===== src/rtl/scan_move_sequencer.sv =====
// ---------------------------------------------------------------------------
// scan_move_sequencer
//
// Purpose:
//   Steps through the 48-observation sticker scan (24 corner facelets, then
//   24 edge facelets). Before each observation it offers one packed batch of
//   face-turn codes to the motor move queue over a valid/ack handshake.
//   determine_state signals each completed observation with `advance`.
//
// Move codes (MOVE_W bits each):
//   0=NOP R=2 Ri=3 U=4 Ui=5 F=6 Fi=7 L=8 Li=9 B=10 Bi=11 D=12 Di=13
//
// Ports:
//   clock        in   system clock, all state on posedge
//   reset_n      in   asynchronous active-low reset
//   start        in   begin scan at step 0 (accepted only in IDLE/DONE)
//   advance      in   observation done, fetch next step's batch
//   abort        in   drop everything, return to IDLE (highest priority)
//   moves        out  packed batch, move k at [k*MOVE_W +: MOVE_W], k=0 first
//   move_count   out  number of valid moves in the batch (0..16)
//   moves_valid  out  batch offered, held until moves_ack
//   moves_ack    in   consumer accepted the batch
//   step_idx     out  step the current batch precedes
//   busy         out  high in any state except IDLE/DONE
//   done         out  high in DONE
//   seq_error    out  sticky: advance seen outside WAIT_OBS; cleared by start
//
// Configuration:
//   SCAN_RESTORE_EN  when defined, one extra batch (step_idx = NUM_OBS,
//                    {B,B,F,F,L,L,R,R}) is offered after the last
//                    observation to return the cube to its scan-start pose.
//                    When undefined, the last advance goes straight to DONE.
// ---------------------------------------------------------------------------
module scan_move_sequencer #(
    parameter int unsigned MOVE_W    = 4,
    parameter int unsigned MAX_MOVES = 16,
    parameter int unsigned NUM_OBS   = 48,
    parameter int unsigned IDX_W     = 6
) (
    input  logic                        clock,
    input  logic                        reset_n,
    input  logic                        start,
    input  logic                        advance,
    input  logic                        abort,
    output logic [MAX_MOVES*MOVE_W-1:0] moves,
    output logic [4:0]                  move_count,
    output logic                        moves_valid,
    input  logic                        moves_ack,
    output logic [IDX_W-1:0]            step_idx,
    output logic                        busy,
    output logic                        done,
    output logic                        seq_error
);

    localparam int unsigned ROM_SLOTS = 16;

    if (MAX_MOVES < ROM_SLOTS) begin : g_bad_max_moves
        $error("scan_move_sequencer: MAX_MOVES must be >= 16");
    end
    if (MOVE_W < 4) begin : g_bad_move_w
        $error("scan_move_sequencer: MOVE_W must be >= 4");
    end
    if ((2 ** IDX_W) <= NUM_OBS) begin : g_bad_idx_w
        $error("scan_move_sequencer: 2**IDX_W must exceed NUM_OBS");
    end

    typedef enum logic [2:0] {
        S_IDLE,
        S_LOAD,
        S_OFFER,
        S_WAIT_OBS,
        S_DONE
    } state_t;

    state_t                        state;
    logic [IDX_W-1:0]              step_cnt;
    logic [ROM_SLOTS*4-1:0]        rom_word;
    logic [4:0]                    rom_cnt;
    logic [MAX_MOVES*MOVE_W-1:0]   moves_next;
    int unsigned                   step_int;
`ifdef SCAN_RESTORE_EN
    logic                          restore_q;
`endif

    // Batch ROM. Literals hold 4-bit codes with the first move in the lowest
    // nibble, so they read right-to-left in execution order. Slots above the
    // batch length are zero in every literal.
    always_comb begin
        rom_word = '0;
        rom_cnt  = '0;
        step_int = 32'(step_cnt);
        case (step_int)
            0:  begin rom_word = '0;                 rom_cnt = 5'd0; end
            // Corner group openers: U + group setup
            4:  begin rom_word = 64'h0000_0000_0000_0B64; rom_cnt = 5'd3; end
            8:  begin rom_word = 64'h0000_0000_0002_97A4; rom_cnt = 5'd5; end
            12: begin rom_word = 64'h0000_0000_000A_7834; rom_cnt = 5'd5; end
            16: begin rom_word = 64'h0000_0000_0003_86B4; rom_cnt = 5'd5; end
            20: begin rom_word = 64'h0000_0000_0009_2834; rom_cnt = 5'd5; end
            // Edge group openers: U + undo(previous setup) + this setup
            24: begin rom_word = 64'h0000_0000_0662_9384; rom_cnt = 5'd7; end
            28: begin rom_word = 64'h0000_0000_0002_2774; rom_cnt = 5'd5; end
            32: begin rom_word = 64'h0000_0000_000A_A334; rom_cnt = 5'd5; end
            36: begin rom_word = 64'h0000_0000_0008_8BB4; rom_cnt = 5'd5; end
            40: begin rom_word = 64'h0000_0000_000C_C994; rom_cnt = 5'd5; end
            44: begin rom_word = 64'h0000_0000_0002_6DD4; rom_cnt = 5'd5; end
            // Within a group: a single U turn brings the next facelet round
            default: begin rom_word = 64'h0000_0000_0000_0004; rom_cnt = 5'd1; end
        endcase
`ifdef SCAN_RESTORE_EN
        if (restore_q) begin
            rom_word = 64'h0000_0000_2288_66AA;
            rom_cnt  = 5'd8;
        end
`endif
    end

    // Widen each 4-bit ROM code into its MOVE_W slot; slots beyond the ROM
    // width stay zero.
    always_comb begin
        moves_next = '0;
        for (int unsigned k = 0; k < ROM_SLOTS; k++) begin
            moves_next[k*MOVE_W +: MOVE_W] = MOVE_W'(rom_word[k*4 +: 4]);
        end
    end

    always_ff @(posedge clock or negedge reset_n) begin
        if (!reset_n) begin
            state       <= S_IDLE;
            step_cnt    <= '0;
            moves       <= '0;
            move_count  <= '0;
            moves_valid <= 1'b0;
            step_idx    <= '0;
            busy        <= 1'b0;
            done        <= 1'b0;
            seq_error   <= 1'b0;
`ifdef SCAN_RESTORE_EN
            restore_q   <= 1'b0;
`endif
        end else if (abort) begin
            state       <= S_IDLE;
            step_cnt    <= '0;
            moves_valid <= 1'b0;
            busy        <= 1'b0;
            done        <= 1'b0;
`ifdef SCAN_RESTORE_EN
            restore_q   <= 1'b0;
`endif
        end else begin
            case (state)
                S_IDLE, S_DONE: begin
                    if (start) begin
                        state     <= S_LOAD;
                        step_cnt  <= '0;
                        busy      <= 1'b1;
                        done      <= 1'b0;
                        seq_error <= 1'b0;
`ifdef SCAN_RESTORE_EN
                        restore_q <= 1'b0;
`endif
                    end
                    if (advance) begin
                        seq_error <= 1'b1;
                    end
                end

                S_LOAD: begin
                    moves       <= moves_next;
                    move_count  <= rom_cnt;
                    moves_valid <= 1'b1;
                    state       <= S_OFFER;
`ifdef SCAN_RESTORE_EN
                    step_idx    <= restore_q ? IDX_W'(NUM_OBS) : step_cnt;
`else
                    step_idx    <= step_cnt;
`endif
                    if (advance) begin
                        seq_error <= 1'b1;
                    end
                end

                S_OFFER: begin
                    if (moves_ack && moves_valid) begin
                        moves_valid <= 1'b0;
`ifdef SCAN_RESTORE_EN
                        if (restore_q) begin
                            state     <= S_DONE;
                            busy      <= 1'b0;
                            done      <= 1'b1;
                            restore_q <= 1'b0;
                        end else begin
                            state <= S_WAIT_OBS;
                        end
`else
                        state <= S_WAIT_OBS;
`endif
                    end
                    if (advance) begin
                        seq_error <= 1'b1;
                    end
                end

                S_WAIT_OBS: begin
                    if (advance) begin
                        if (step_cnt == IDX_W'(NUM_OBS - 1)) begin
                            // Counter saturates here; the scan is complete.
`ifdef SCAN_RESTORE_EN
                            restore_q <= 1'b1;
                            state     <= S_LOAD;
`else
                            state     <= S_DONE;
                            busy      <= 1'b0;
                            done      <= 1'b1;
`endif
                        end else begin
                            step_cnt <= step_cnt + 1'b1;
                            state    <= S_LOAD;
                        end
                    end
                end

                default: begin
                    state <= S_IDLE;
                end
            endcase
        end
    end

endmodule


===== config.mk =====
export PLATFORM = sky130hd
export DESIGN_NAME = scan_move_sequencer
export DESIGN_NICKNAME = d
export VERILOG_FILES = /design/src/rtl/scan_move_sequencer.sv
export SDC_FILE = /design/constraint.sdc
export NUM_CORES = 1
export LEC_CHECK = 0
export ABC_AREA = 1
export ABC_CLOCK_PERIOD_IN_PS = 2000
export CAP_MARGIN = 20
export CORE_MARGIN = 5
export CORE_UTILIZATION = 46
export CTS_CLUSTER_DIAMETER = 120
export CTS_CLUSTER_SIZE = 14
export DETAILED_ROUTE_END_ITERATION = 7
export GPL_TIMING_DRIVEN = 0
export PLACE_DENSITY = 0.8
export SYNTH_ARGS = -nofsm -noshare
export SYNTH_HDL_FRONTEND = slang
export SYNTH_SLANG_ARGS = --single-unit

===== constraint.sdc =====
create_clock -name clock -period 2 [get_ports clock]
set_input_delay 0.6 -clock clock [delete_from_list [all_inputs] [get_ports clock]]
set_output_delay 0.6 -clock clock [all_outputs]
set_load 0.02 [all_outputs]

==> flow_summary.ini, run 1 <==
[logic_synthesis]
synthCells = 346
synth-seq-area-share_pct = 39.4
synth_area_per_cell_um2 = 7.35
synth_area_um2 = 2540
synth.distinct_cells = 27
yosysWarnings = 0
ys_ff_latch = 40

[sta]
setup_viol_count_final = 0
finalCritPeriodShare_pct = 95.4
rsz0062_at_grt = no
worst_pin_slew_ns = 0.874
timing.final.ws_setup_ns = 0.0925
holdWs_ns = 0.422
slew_headroom_pct = 41.7
clock_skew_ns = 0.00832
maxSlewViolCount = 0
hold_viol = 0
fin_crit_ns = 1.91
fmax_mhz = 524

[power]
p_int_mw = 1.43
p_per_area_nw_per_um2 = 685
irDropWorstVdd_uv = 463
combPwrFrac_pct = 35.3
p_sw_share_pct = 36.1
p_leak_nw = 1.88
clkPwrFrac_pct = 22.5
p_seq_share_pct = 42.3
finalPower_mw = 2.23
p_sw_uw = 806

[setup_path]
critPathLaunchType = flop
startpoint = moves[25]
endpoint_kind = primary output
slowest_stage = clkdlybuf4s50_1
crit_type = flop to primary output
path_delay_family = buffers and inverters
critPathMaxFanout = 5
r2r-end = moves[9]
reg2reg_from = step_cnt[0]
cp.arrival_ns = 1.31
cp.required_ns = 1.40
r2r.worst_path.cells = 10
r2r_slack_ns = 0.26
cp_slowest_stage_delay_ns = 0.62
critPathBufInv = 1
worstPathCellList = clkdlybuf4s50_1

[die]
fp.dieW_um = 84.3
initial_utilization_pct = 46.7
die_h_um = 84.3
fp-row-count = 27
die_area_um2 = 7110
pin_count = 85
core_region_area_um2 = 5440

[routing]
met3_length_um = 365
wl_met2_um = 2620
dr_total_vias = 2234
wire_per_inst_um = 11.0
wl_met1_um = 2560
drt-initial-drc-count = 181
drtPass1Iterations = 4
ant_nets = 0
wl_um = 5590
vias_per_cell = 4.40
drc = 0
top_layer = met4

[clock_tree]
cts_tree = built
path_clk_slew_ns = 0.08
cts_setup_buffers = 0
cts_buffer_depth = 2
clockRootBuffer = clkbuf_8
cts_hold_repair.buffers = 0
cts-resized-gates = 3
clk_latency_ns = 0.29
htree_num_levels = 2
cts_made_buffers = 5
cts.sinks = 40

[cells_and_area]
layout_commonest_cell = nand2_1
layout_common_cells = nand2_1, buf_4, conb_1
diodes = 0
syn2layout_area_growth_pct = 28.1
seq_area_um2 = 1000
multi_input_area_um2 = 1160
fillers = 511
layout.cells.non_filler = 508
layout-drive-gt1-share_pct = 18.3
fin_nets = 445

[global_routing]
grt_start_max_net_pins = 41
globalRouteTotalUtil_pct = 16.3
grt_pass1_vias = 2128
grt_overflow = 0
grt_pass1_wl_um = 9710
grt_antenna_before_repair = 0

[outcome]
run_status = finished, final reports clean

[worst_hold_path]
hold_class = input port to asynchronous set/reset pin

[place]
gp_congestion = 0.902
io_buffers = 39
post-place-cells = 501
pre_cts_ws_ns = -0.131
hpwl_um = 4480

[run]
cap_viol_max_count = 0
==> registers in the layout, indices dropped and copies added, names as in the netlist, 3 cells and up <==
name and flops:
move_count 3, moves 18, state 3, step_cnt 6, step_idx 6
==> synthesized netlist by cell type, drive strengths merged <==
cell / count / area share [%]
xor2: 1 / 0.34
o2bb2ai: 1 / 0.34
buf: 56 / 16
dfrtp: 40 / 39
nand3: 25 / 6.0
or2: 1 / 0.25
a31oi: 1 / 0.25
ha: 3 / 1.5
nand3b: 3 / 0.89
conb: 1 / 0.15
nand4: 4 / 0.98
nor3: 1 / 0.20
nor2: 37 / 6.4
a211oi: 1 / 0.30
nand2: 109 / 16
a21oi: 3 / 0.59
inv: 34 / 5.0
o21ai: 24 / 4.7
o211ai: 1 / 0.30
==> layer usage <==
layer  up-vias  track usage [%]
met5         -                0
met4         0             4.32
met3         5             4.12
met2        73             26.3
met1       989             22.0
li1       1167                -
==> logic make-up after synthesis <==
kind of cell             count (synthesis)  synth area share, %
adder cells (fa/ha/maj)                  3                 1.48
AND/OR/NAND/NOR                        180                 30.9
buffers and inverters                   90                 21.3
XOR/XNOR                                 1                0.345
AO/OA/AOI/OAI                           31                 6.50
flip-flops                              40                 39.4
other                                    1                0.147
==> metrics by stage <==
step	setup TNS, ns	utilization [%]	instance area (um2)
finish	0	59.9	3260
global route	0	59.9	3260
CTS	0	59.9	3260
detailed placement	-1.52	58.5	3180
global placement	-25.20	58.6	3190
floorplan	0	-	2710
==> power groups by stage <==
stage	combinational, mW	sequential, mW	clock, mW
floorplan	0.481	1.02	0
global placement	0.777	0.957	0
detailed placement	0.786	0.959	0
CTS	0.789	0.943	0.519
global route	0.877	0.955	0.552
finish	0.787	0.943	0.501
==> how the worst max path moves through the flow <==
stage	end	slack, ns	cells after the start
2_1_floorplan	moves[8]	0.58	10
3_3_place_gp	moves[17]	-0.60	1
3_5_place_dp	step_cnt[3]	-0.13	8
4_1_cts	moves[21]	0.07	1
5_1_grt	step_cnt[4]	0.007	8
6_report	moves[21]	0.09	1
==> cell type report <==
class	count	share of cell area [%]
clock inverter	1	0.154
sequential	40	30.7
inverter	34	3.92
timing repair buffer	39	11.7
tap	72	2.77
clock buffer	6	2.23
multi-input combinational	260	35.8
buffer	56	12.7
No activity file was read; power rests on OpenSTA's default activity.
==> run 2, diff against run 1 <==
--- a/config.mk
+++ b/config.mk
@@ -5,7 +5,6 @@
 export SDC_FILE = /design/constraint.sdc
 export NUM_CORES = 1
 export LEC_CHECK = 0
-export ABC_AREA = 1
 export ABC_CLOCK_PERIOD_IN_PS = 2000
 export CAP_MARGIN = 20
 export CORE_MARGIN = 5
@@ -14,7 +13,8 @@
 export CTS_CLUSTER_SIZE = 14
 export DETAILED_ROUTE_END_ITERATION = 7
 export GPL_TIMING_DRIVEN = 0
-export PLACE_DENSITY = 0.8
+export HOLD_SLACK_MARGIN = 0.02
+export PLACE_DENSITY = 0.81
 export SYNTH_ARGS = -nofsm -noshare
 export SYNTH_HDL_FRONTEND = slang
 export SYNTH_SLANG_ARGS = --single-unit
==> run 2 against run 1 <==
Effect of this change:
- clock power is 15% higher
- combinational power down 19%
- via count decreased by 2.7%
- maximum frequency decreased by 0.35%
- highest routed layer unchanged
- critical endpoint is now moves[18]
- sequential share of layout area down 0.47 points
==> flow_summary.ini, run 2 <==
[global_routing]
grt_use_met2_pct = 29.2
grt_pass1_vias = 2038
grt_start_max_net_pins = 41
grt_antenna_before_repair = 0
globalRouteTotalUtil_pct = 17.4
grt_use_met3_pct = 4.34
grt_pass1_wl_um = 10000
grt_overflow = 0
grt_busiest_layer = met2
grt_use_met1_pct = 22.4

[setup_path]
critPathMaxFanout = 10
cp.arrival_ns = 2.10
critPathLaunchType = input port
cp.required_ns = 2.19
endpoint_kind = flop
crit_type = input port to flop

[worst_hold_path]
hold_class = input port to asynchronous set/reset pin

[clock_tree]
clockRootBuffer = clkbuf_8
clk_latency_ns = 0.29
cts_tree = built
cts_hold_repair.buffers = 0
path_clk_slew_ns = 0.08
cts_buffer_depth = 2
cts.sinks = 40
htree_num_levels = 2
cts_made_buffers = 5

[sta]
finalCritPeriodShare_pct = 95.7
fmax_mhz = 522
fin_crit_ns = 1.91
worst_pin_slew_ns = 0.894
maxSlewViolCount = 0
hold_viol = 0
slew_headroom_pct = 40.4
setup_viol_count_final = 0
clock_skew_ns = 0.00658

[die]
pin_count = 85
core_region_area_um2 = 5200
die_h_um = 83.7
initial_utilization_pct = 48.0
die_area_um2 = 7000
fp.dieW_um = 83.7
fp-row-count = 26

[logic_synthesis]
synth_area_per_cell_um2 = 9.02
synth_ff_type = dfrtp_1
synth_area_um2 = 2500
synth_commonest_cells = buf_4, dfrtp_1, nand2_1, o21ai_0, a21oi_1
synth_top_area_share_pct = 40.1
synthCells = 277
synth.distinct_cells = 53
synth-edff-count = 0
yosysWarnings = 0
synth-seq-area-share_pct = 40.1
synth_top_cell_by_area = dfrtp_1
ys_ff_latch = 40
synth_async_sr_flop_share_pct = 100
yosysMostFrequentCell = buf_4
synthTopCellsByArea = dfrtp_1, buf_4, o21ai_0

[place]
gp_congestion = 0.900
hpwl_um = 4390
io_buffers = 39

[cells_and_area]
layout_common_cells = buf_4, conb_1, dfrtp_1
top_regs = moves: 18 flops, step_cnt: 6 flops, step_idx: 6 flops
largest_reg_flops = 18
diodes = 0
seq_area_um2 = 1000
multi_input_area_um2 = 1230
final_util_pct = 63.5
fillers = 466
fin_nets = 379
layout-drive-gt1-share_pct = 23.5
largest_register = moves
syn2layout_area_growth_pct = 32.4
layout_commonest_cell = buf_4

[routing]
drtPass1Iterations = 4
drt-initial-drc-count = 144
vias_per_cell = 4.93
wire_per_inst_um = 14.0
drc = 0
dr_total_vias = 2174
ant_nets = 0
wl_um = 6170

[power]
irDropWorstVdd_uv = 545
p_seq_share_pct = 43.5
p_per_area_nw_per_um2 = 648
p_leak_nw = 1.62
p_sw_uw = 694
clkPwrFrac_pct = 26.8
finalPower_mw = 2.14
combPwrFrac_pct = 29.7
p_sw_share_pct = 32.4
p_int_mw = 1.45

[run]
cap_viol_max_count = 0

[outcome]
run_status = finished, final reports clean
run 2: cells by family after synthesis:
group	Yosys count	synth area share, %
simple gates	80	16.5
compound gates	77	21.6
buf+inv	73	19.0
flops	40	40.1
fa+ha+maj	3	1.50
mux	2	0.852
other cells	1	0.150
xor+xnor	1	0.351
run 2: cell type report:
cell class	count	area share, %
clock inverters	2	0.454
plain buffers	67	14.0
repair buffers	42	12.2
well taps	70	2.65
inverters	6	0.681
multi-input cells	208	37.2
clock buffers	6	2.50
flip-flops and latches	40	30.3
run 2: worst max-delay path, stage by stage:
cell	delay [ns]
clkdlybuf4s50_1	0.43
buf_2	0.21
nor4b_4	0.36
buf_4	0.18
mux2_2	0.31
run 2: per-stage QoR:
stage               hold WS (ns)  instances  TNS [ns]  cell area [um2]  setup WS, ns
floorplan                  0.304        321         0             2660         0.240
global placement           0.457        430    -36.72             3140        -0.627
detailed placement         0.469        430    -12.29             3140        -0.499
CTS                        0.457        438         0             3250       0.00221
global route               0.501        441  -0.00460             3310      -0.00460
finish                     0.425        441         0             3310        0.0857
run 2: path summary, 6_finish.rpt:
kind	start	end	slack, ns	cells past startpoint
hold / removal	reset_n	step_idx[5]	0.42	1
min in group clock	step_idx[3]	step_idx[3]	0.48	2
max in group asynchronous	reset_n	state[1]	1.02	1
setup reg to reg	step_cnt[0]	moves[10]	0.16	7
setup / recovery	abort	moves[18]	0.09	5
hold reg to reg	step_idx[3]	step_idx[3]	0.48	2
run 2: routing by layer:
| metal | part of all wire, % | up-vias |
|---|---|---|
| met5 | 0 | - |
| met2 | 48 | 75 |
| met4 | 1.1 | 0 |
| met3 | 7.5 | 8 |
| li1 | - | 1064 |
| met1 | 43 | 1027 |
run 2: power by group through the flow:
stage / sequential [mW] / combinational, mW / clock (mW)
after floorplan: 1.03 / 0.303 / 0
after global placement: 0.943 / 0.605 / 0
after detailed placement: 0.947 / 0.608 / 0
after CTS: 0.933 / 0.619 / 0.578
after global routing: 0.944 / 0.687 / 0.616
final: 0.931 / 0.637 / 0.574
run 2: what timing repair did:
action,4_1_cts,5_1_grt
setup endpoints to repair,21,22
gates cloned,0,1
endpoints found under the hold margin,0,0
pin swaps,0,2
resized for setup,8,11
buffers inserted,0,2
